$ cat src/rtl/uart_tx_engine.sv
// UART transmit engine: pops characters from the TX FIFO and serialises them
// as start / 5-8 data bits (LSB first) / optional parity / 1, 1.5 or 2 stop bits.
module uart_tx_engine #(
    parameter int FIFO_WIDTH     = 8,
    parameter int FIFO_COUNTER_W = 5
) (
    input  logic                      clk,
    input  logic                      wb_rst_i,
    input  logic                      enable,
    input  logic [7:0]                lcr,
    input  logic [FIFO_WIDTH-1:0]     tf_data_in,
    input  logic [FIFO_COUNTER_W-1:0] tf_count,
    output logic                      tf_pop,
    output logic                      stx_pad_o,
    output logic [2:0]                tstate,
    output logic                      tx_busy
);

    typedef enum logic [2:0] {
        S_IDLE   = 3'd0,
        S_POP    = 3'd1,
        S_START  = 3'd2,
        S_DATA   = 3'd3,
        S_PARITY = 3'd4,
        S_STOP   = 3'd5
    } state_t;

    state_t                state, state_nxt;
    logic [4:0]            tick, tick_nxt;
    logic [FIFO_WIDTH-1:0] shift_reg, shift_nxt;
    logic [2:0]            bit_cnt, bit_cnt_nxt;
    logic [5:0]            cfg, cfg_nxt;
    logic                  par_bit, par_nxt;
    logic                  serial_bit;
    logic [2:0]            last_bit;
    logic                  lcr_unused;

    // Parity over the configured word length only; bits above it are ignored.
    function automatic logic parity_bit(input logic [FIFO_WIDTH-1:0] data,
                                        input logic [5:0] c);
        logic [FIFO_WIDTH-1:0] masked;
        masked = '0;
        for (int i = 0; i < FIFO_WIDTH; i++)
            if (i < int'(c[1:0]) + 5) masked[i] = data[i];
        if (c[5])      return ~c[4];
        else if (c[4]) return ^masked;
        else           return ~^masked;
    endfunction

    function automatic logic [4:0] stop_last_tick(input logic [5:0] c);
        if (!c[2])            return 5'd15;
        else if (c[1:0] == 0) return 5'd23;
        else                  return 5'd31;
    endfunction

    assign last_bit   = {1'b0, cfg[1:0]} + 3'd4;
    assign lcr_unused = lcr[7];

    always_ff @(posedge clk or posedge wb_rst_i) begin
        if (wb_rst_i) begin
            state     <= S_IDLE;
            tick      <= '0;
            shift_reg <= '0;
            bit_cnt   <= '0;
            cfg       <= '0;
            par_bit   <= 1'b0;
        end else begin
            state     <= state_nxt;
            tick      <= tick_nxt;
            shift_reg <= shift_nxt;
            bit_cnt   <= bit_cnt_nxt;
            cfg       <= cfg_nxt;
            par_bit   <= par_nxt;
        end
    end

    always_comb begin
        state_nxt   = state;
        tick_nxt    = tick;
        shift_nxt   = shift_reg;
        bit_cnt_nxt = bit_cnt;
        cfg_nxt     = cfg;
        par_nxt     = par_bit;
        tf_pop      = 1'b0;
        serial_bit  = 1'b1;
        case (state)
            S_IDLE: begin
                if (enable && tf_count != '0) state_nxt = S_POP;
            end
            // The pop cycle is not gated by enable: it always lasts one clk.
            S_POP: begin
                tf_pop      = 1'b1;
                shift_nxt   = tf_data_in;
                cfg_nxt     = lcr[5:0];
                par_nxt     = parity_bit(tf_data_in, lcr[5:0]);
                tick_nxt    = '0;
                bit_cnt_nxt = '0;
                state_nxt   = S_START;
            end
            S_START: begin
                serial_bit = 1'b0;
                if (enable) begin
                    if (tick == 5'd15) begin
                        tick_nxt  = '0;
                        state_nxt = S_DATA;
                    end else begin
                        tick_nxt = tick + 5'd1;
                    end
                end
            end
            S_DATA: begin
                serial_bit = shift_reg[0];
                if (enable) begin
                    if (tick == 5'd15) begin
                        tick_nxt    = '0;
                        shift_nxt   = shift_reg >> 1;
                        bit_cnt_nxt = bit_cnt + 3'd1;
                        if (bit_cnt == last_bit)
                            state_nxt = cfg[3] ? S_PARITY : S_STOP;
                    end else begin
                        tick_nxt = tick + 5'd1;
                    end
                end
            end
            S_PARITY: begin
                serial_bit = par_bit;
                if (enable) begin
                    if (tick == 5'd15) begin
                        tick_nxt  = '0;
                        state_nxt = S_STOP;
                    end else begin
                        tick_nxt = tick + 5'd1;
                    end
                end
            end
            S_STOP: begin
                if (enable) begin
                    if (tick == stop_last_tick(cfg)) begin
                        tick_nxt  = '0;
                        state_nxt = (tf_count != '0) ? S_POP : S_IDLE;
                    end else begin
                        tick_nxt = tick + 5'd1;
                    end
                end
            end
            default: state_nxt = S_IDLE;
        endcase
    end

    // Break uses the live lcr so it takes effect immediately, independent of the frame.
    assign stx_pad_o = lcr[6] ? 1'b0 : serial_bit;
    assign tstate    = state;
    assign tx_busy   = (state != S_IDLE);

    assert property (@(posedge clk) disable iff (wb_rst_i) tf_pop |-> (tf_count != '0));

endmodule

$ cat config.mk
export PLATFORM = sky130hd
export DESIGN_NAME = uart_tx_engine
export DESIGN_NICKNAME = d
export VERILOG_FILES = /design/src/rtl/uart_tx_engine.sv
export SDC_FILE = /design/constraint.sdc
export NUM_CORES = 1
export LEC_CHECK = 0
export CORE_MARGIN = 2
export CORE_UTILIZATION = 46
export CTS_BUF_LIST = sky130_fd_sc_hd__clkbuf_4 sky130_fd_sc_hd__clkbuf_8
export CTS_CLUSTER_SIZE = 16
export DETAILED_ROUTE_END_ITERATION = 6
export GPL_TIMING_DRIVEN = 0
export PLACE_DENSITY = 0.72
export SYNTH_ARGS = -nofsm -noshare
export SYNTH_HDL_FRONTEND = slang
export SYNTH_SLANG_ARGS = --single-unit
export TNS_END_PERCENT = 1
$ cat constraint.sdc
create_clock -name clk -period 2.2 [get_ports clk]
set_clock_uncertainty 0.1 [all_clocks]
set_input_delay 0.55 -clock clk [delete_from_list [all_inputs] [get_ports clk]]
set_output_delay 0.55 -clock clk [all_outputs]
set_load 0.05 [all_outputs]
# Word-level counts from Yosys, hierarchy flattened
# Cells that the tools add are included.
[classes] reduce_logical=13 eq_ne=19 n_bitwise=1 addsub=4 mux=49 n_lt_le_gt_ge=8
[op_table] operator="< comparator 4 x 32 -> 1 bit, first input constant" n=3
[op_table] operator="< comparator 3 x 32 -> 1 bit, first input constant" n=2
[op_table] operator="2-to-1 mux 3 bit" n=12
[op_table] operator="2-to-1 mux 5 bit" n=7
[op_table] operator="< comparator 1 x 32 -> 1 bit, first input constant" n=1
[op_table] operator="< comparator 2 x 32 -> 1 bit, first input constant" n=1
[op_table] operator="2-to-1 mux 1 bit" n=22
[op_table] operator="inequality test 2 bit, second input constant" n=10
[op_table] operator="case mux 3 bit (6 select lines)" n=1
[op_table] operator="2-to-1 mux 8 bit" n=2
[op_table] operator="case mux 8 bit (2 select lines)" n=1
[op_table] operator="case mux 5 bit (3 select lines)" n=1
[op_table] operator="AND reduction 10 bit" n=1
[op_table] operator="XNOR reduction 8 bit" n=1
[op_table] operator="parity 8 bit" n=1
[op_table] operator="equality test 3 x 2 -> 1 bit, second input constant" n=2
[op_table] operator="equality test 3 bit, second input constant" n=2
[op_table] operator="case mux 3 bit (2 select lines)" n=1
[op_table] operator="AND reduction 3 bit" n=2
[op_table] operator="nonzero test 3 bit" n=2
[op_table] operator="adder 5 x 1 -> 5 bit, second input constant" n=1
[op_table] operator="equality test 5 x 4 -> 1 bit, second input constant" n=1
[op_table] operator="equality test 5 bit" n=1
[op_table] operator="nonzero test 5 bit" n=1
[op_table] operator="15 further kinds" n=15
[word_totals] wordCells=100 input_bits=24 regBits=24

# Logic depth before layout (Yosys ltp)
[logic_depth] ltp_word=9 ltp_mapped=9 ltp_nobuf=9

# Worst setup path before layout
# OpenSTA, ideal clock, no wires.
[synth_timing] path_type="flip-flop to output port" startpoint="register state[2] (netlist: tstate[2])" endpoint="output stx_pad_o" stages_incl_launch_ff=4 t_arrival_ns=2.270 slack_ns=-0.720 t_required_ns=1.550 cell_sequence="dfrtp_1 -> nand2b_2 -> o21ai_0 -> a211oi_1"
[synth_between] elab_chain_cells=3 word_cells_on_any_way=5 cone_classes="eq/ne: 3; mux: 2"
[synth_lines] item="start: declaration" line="28" text="state_t state, state_nxt;"
[synth_lines] item="start signal: assignment" line="68" text="state <= state_nxt;"
[synth_lines] item="equality test 3 bit or equality test 3 x 2 -> 1 bit (tied branches)" line="86" text="case (state)"
[synth_lines] item="case mux 1 bit (3 select lines) *" line="86"
[synth_lines] item="2-to-1 mux 1 bit *" line="151" text="assign stx_pad_o = lcr[6] ? 1'b0 : serial_bit;"
[synth_lines] item="end: declaration" line="14" text="output logic stx_pad_o,"
# Mark *: on every way between the ends. The rest lies on a longest branch, timed or not.

# Final worst setup path
[layout_timing] startpoint="register state[2] (netlist: tstate[2])" endpoint="output tx_busy"
[layout_between] elab_chain_cells=1
[layout_lines] item="nonzero test 3 bit" line="153" text="assign tx_busy = (state != S_IDLE);"
[layout_lines] item="end: declaration" line="16" text="output logic tx_busy"
# Every way passes these cells.

==> run_summary.xml <==
<?xml version="1.0" encoding="UTF-8"?>
<metrics>
  <group name="floorplanning">
    <metric name="ports" unit="">30</metric>
    <metric name="num_rows" unit="">21</metric>
    <metric name="die_height" unit="um">61.8</metric>
    <metric name="start_util" unit="%">46.9</metric>
    <metric name="dieArea" unit="um2">3820</metric>
    <metric name="die-width" unit="um">61.8</metric>
    <metric name="design.core.area" unit="um2">3280</metric>
  </group>
  <group name="worst_setup_path">
    <metric name="cp_data_required_time" unit="ps">1550</metric>
    <metric name="timing.rr.end" unit="">tick[4]</metric>
    <metric name="worst_setup_path_end_kind" unit="">primary output</metric>
    <metric name="cp_max_fo" unit="">10</metric>
    <metric name="r2r_start" unit="">tick[0]</metric>
    <metric name="critical_path.cell_chain" unit="">buf_4 &gt; nor2_4 &gt; nand2_1 &gt; clkdlybuf4s15_2</metric>
    <metric name="timing_worst_setup_path_type" unit="">reg -&gt; out</metric>
    <metric name="worst_ep_arrival_time" unit="ps">1510</metric>
    <metric name="crit_path_top_delay_cell" unit="">sky130_fd_sc_hd__dfrtp_2</metric>
    <metric name="reg2reg_depth" unit="">8</metric>
    <metric name="ff2ff_setup_slack" unit="ps">60</metric>
    <metric name="critPathCapture" unit="">tx_busy</metric>
    <metric name="start_kind" unit="">register</metric>
    <metric name="cpPeakStageDelay" unit="ps">480</metric>
    <metric name="critPathLaunch" unit="">tstate[2]</metric>
  </group>
  <group name="detailed_routing">
    <metric name="avgRoutedWirePerCell" unit="um">13.5</metric>
    <metric name="routed_via_density" unit="">5.47</metric>
    <metric name="ant_nets" unit="">0</metric>
    <metric name="detailroute.via_count" unit="">1432</metric>
    <metric name="detail_route.iter0.violations" unit="">52</metric>
    <metric name="postRouteWirelength" unit="um">3530</metric>
    <metric name="detailedRoute.firstPassIterationCount" unit="">4</metric>
    <metric name="remaining_drc_errors" unit="">0</metric>
  </group>
  <group name="timing">
    <metric name="fin_worst_hold_slack" unit="ps">418</metric>
    <metric name="post-route-period-util" unit="%">98.0</metric>
    <metric name="finalSetupViolCount" unit="">0</metric>
    <metric name="grt_setup_unrepaired" unit="">true</metric>
    <metric name="max_slew_margin" unit="%">40.0</metric>
    <metric name="timing_worst_slew_pin_value" unit="ps">898</metric>
    <metric name="totalNegativeSetupSlack" unit="ps">0</metric>
    <metric name="timing_hold_violations_final" unit="">0</metric>
    <metric name="finalCriticalPeriod" unit="ps">2160</metric>
    <metric name="max_freq" unit="MHz">464</metric>
    <metric name="drv_slew" unit="">0</metric>
  </group>
  <group name="final_layout">
    <metric name="drive_gt1_share" unit="%">17.1</metric>
    <metric name="largest_reg_flops" unit="">8</metric>
    <metric name="synthToLayoutAreaGrowth" unit="%">29.5</metric>
    <metric name="n_antenna_cell" unit="">0</metric>
    <metric name="nNetsFinal" unit="">245</metric>
    <metric name="layout_commonest_cell" unit="">sky130_fd_sc_hd__nand2_1</metric>
    <metric name="most-common-layout-cells" unit="">sky130_fd_sc_hd__nand2_1, sky130_fd_sc_hd__dfrtp_1, sky130_fd_sc_hd__clkdlybuf4s50_1, sky130_fd_sc_hd__nor2_1</metric>
  </group>
  <group name="run_status">
    <metric name="run_status" unit="">finished, final reports clean</metric>
  </group>
  <group name="clock_tree">
    <metric name="cts_tree" unit="">done</metric>
    <metric name="htree_levels" unit="">1</metric>
    <metric name="cts_max_path_buffers" unit="">2</metric>
    <metric name="cts_sinks" unit="">24</metric>
    <metric name="cts-root-buf" unit="">sky130_fd_sc_hd__clkbuf_4</metric>
    <metric name="cts_made_buffers" unit="">3</metric>
    <metric name="path_clk_slew" unit="ps">140</metric>
    <metric name="insertion_delay" unit="ps">320</metric>
    <metric name="postCtsHoldBufs" unit="">0</metric>
  </group>
  <group name="synth">
    <metric name="synth_area" unit="um2">1540</metric>
    <metric name="ys_seq_elements" unit="">24</metric>
    <metric name="netlist.area_leader.share" unit="%">39.0</metric>
    <metric name="synth_cell_types" unit="">46</metric>
    <metric name="ys_warn_count" unit="">0</metric>
    <metric name="synth_ff_type" unit="">sky130_fd_sc_hd__dfrtp_1</metric>
    <metric name="synth_enable_flop_cells" unit="">0</metric>
    <metric name="synth_largest_area_cell" unit="">sky130_fd_sc_hd__dfrtp_1</metric>
    <metric name="synth_instances" unit="">182</metric>
    <metric name="syn-mean-instance-area" unit="um2">8.46</metric>
    <metric name="asyncSetResetFlopFracSynth" unit="%">100</metric>
    <metric name="synth_nets" unit="">210</metric>
    <metric name="area_contributors_post_synth" unit="">sky130_fd_sc_hd__dfrtp_1, sky130_fd_sc_hd__nand2_1, sky130_fd_sc_hd__nor2_1</metric>
    <metric name="sequential_fraction_of_the_synthesis_area" unit="%">39.0</metric>
  </group>
  <group name="pwr">
    <metric name="power_dens_cells" unit="nW/um2">1310</metric>
    <metric name="power.combinational.fraction" unit="%">56.3</metric>
    <metric name="p_total" unit="uW">2610</metric>
    <metric name="max-vdd-ir-drop" unit="uV">542</metric>
    <metric name="sequential_fraction_of_design_power" unit="%">31.1</metric>
    <metric name="clock_power_share" unit="%">12.5</metric>
    <metric name="internal-power" unit="uW">1420</metric>
    <metric name="switchingPower" unit="uW">1190</metric>
    <metric name="p_sw_share" unit="%">45.5</metric>
    <metric name="power.static_leakage" unit="uW">0.000901</metric>
  </group>
  <group name="grt">
    <metric name="gr-usage-all-layers" unit="%">20.1</metric>
    <metric name="grt_start_max_net_pins" unit="">25</metric>
    <metric name="overflow" unit="">0</metric>
    <metric name="first_global_vias" unit="">1286</metric>
    <metric name="antenna_violations_before_repair" unit="">0</metric>
    <metric name="grt_pass1_wl" unit="um">5670</metric>
  </group>
  <group name="job">
    <metric name="max_cap_violations" unit="">0</metric>
  </group>
  <group name="place">
    <metric name="routability_congestion" unit="">0.839</metric>
    <metric name="place.detailed.hpwl" unit="um">2700</metric>
    <metric name="numPortBuffers" unit="">27</metric>
  </group>
  <group name="hold_path">
    <metric name="hold_path_class" unit="">reg -&gt; reg</metric>
  </group>
</metrics>
-- worst min-delay path by stage --
stage,start,to,slack (ps),cells after the start
2_1_floorplan,cfg[3],cfg[3],340,2
4_1_cts,cfg[3],cfg[3],420,2
6_report,par_bit,par_bit,420,2
3_5_place_dp,par_bit,par_bit,380,2
3_3_place_gp,cfg[3],cfg[3],360,2
5_1_grt,par_bit,par_bit,450,2
-- kinds of logic after synthesis --
kind of cell	after synthesis	synth area share, %
xor gates and xnor gates	10	6.58
and+or+nand+nor	86	27.4
DFF	24	39.0
adders and majority gates	4	3.25
AOI/OAI and AO/OA	42	18.9
buffers and inverters	16	4.88
-- timing repair --
action                     CTS  global route
gates cloned                 0             0
gates resized for setup     22             9
setup endpoints to repair    8            18
setup buffers                2             2
pin swaps                    2             0
-- layer usage --
layer | GRT usage, % | part of all wire, % | up-vias
met5 | 0 | 0 | -
met4 | 6.08 | 1.0 | 0
met3 | 3.52 | 3.9 | 5
met2 | 34.9 | 51 | 36
met1 | 25.5 | 44 | 693
li1 | - | - | 698
-- metrics by stage --
stage	utilization (%)	setup slack (ps)	instances	cell area (um2)
after floorplan	-	-12.2	182	1560
final	60.7	44.0	262	1990
after detailed placement	57.4	-518	255	1880
after global placement	57.4	-462	255	1880
after CTS	59.7	-2.50	261	1960
after global routing	60.7	-31.9	262	1990
-- area by class of cell --
class,count,area (um2)
Clock inverter,1,30.0
Tap cell,46,57.6
Timing Repair Buffer,31,308
Buffer,5,38.8
Clock buffer,3,22.5
Multi-Input combinational cell,142,892
Sequential cell,24,603
Fill cell,287,1290
Inverter,10,41.3
-- power by group through the flow --
stage               Sequential (uW)  Combinational, uW  Clock (uW)
global route                    847               1620         351
global placement                807               1360           0
CTS                             810               1450         333
floorplan                       862                992           0
detailed placement              820               1410           0
finish                          814               1470         328
-- cell usage after synthesis (all sizes together) (2+ instances only) --
master	count
nor2	18
o41ai	2
nand3	9
nor3b	4
xor2	5
nand2b	3
xnor2	4
ha	4
a21o	3
and3	3
o211ai	2
nor2b	2
a31oi	9
a21oi	6
o21ai	11
nand2	39
a211oi	3
inv	10
buf	5
nor3	3
dfrtp	24
-- worst max-delay path, delay by kind of cell, from the launching register on --
| kind | cells | cell delay, ps |
|---|---|---|
| flops | 1 | 480 |
| simple gates | 2 | 170 |
| buf+inv | 2 | 520 |
Note: power is estimated with default switching activity, not from simulation.
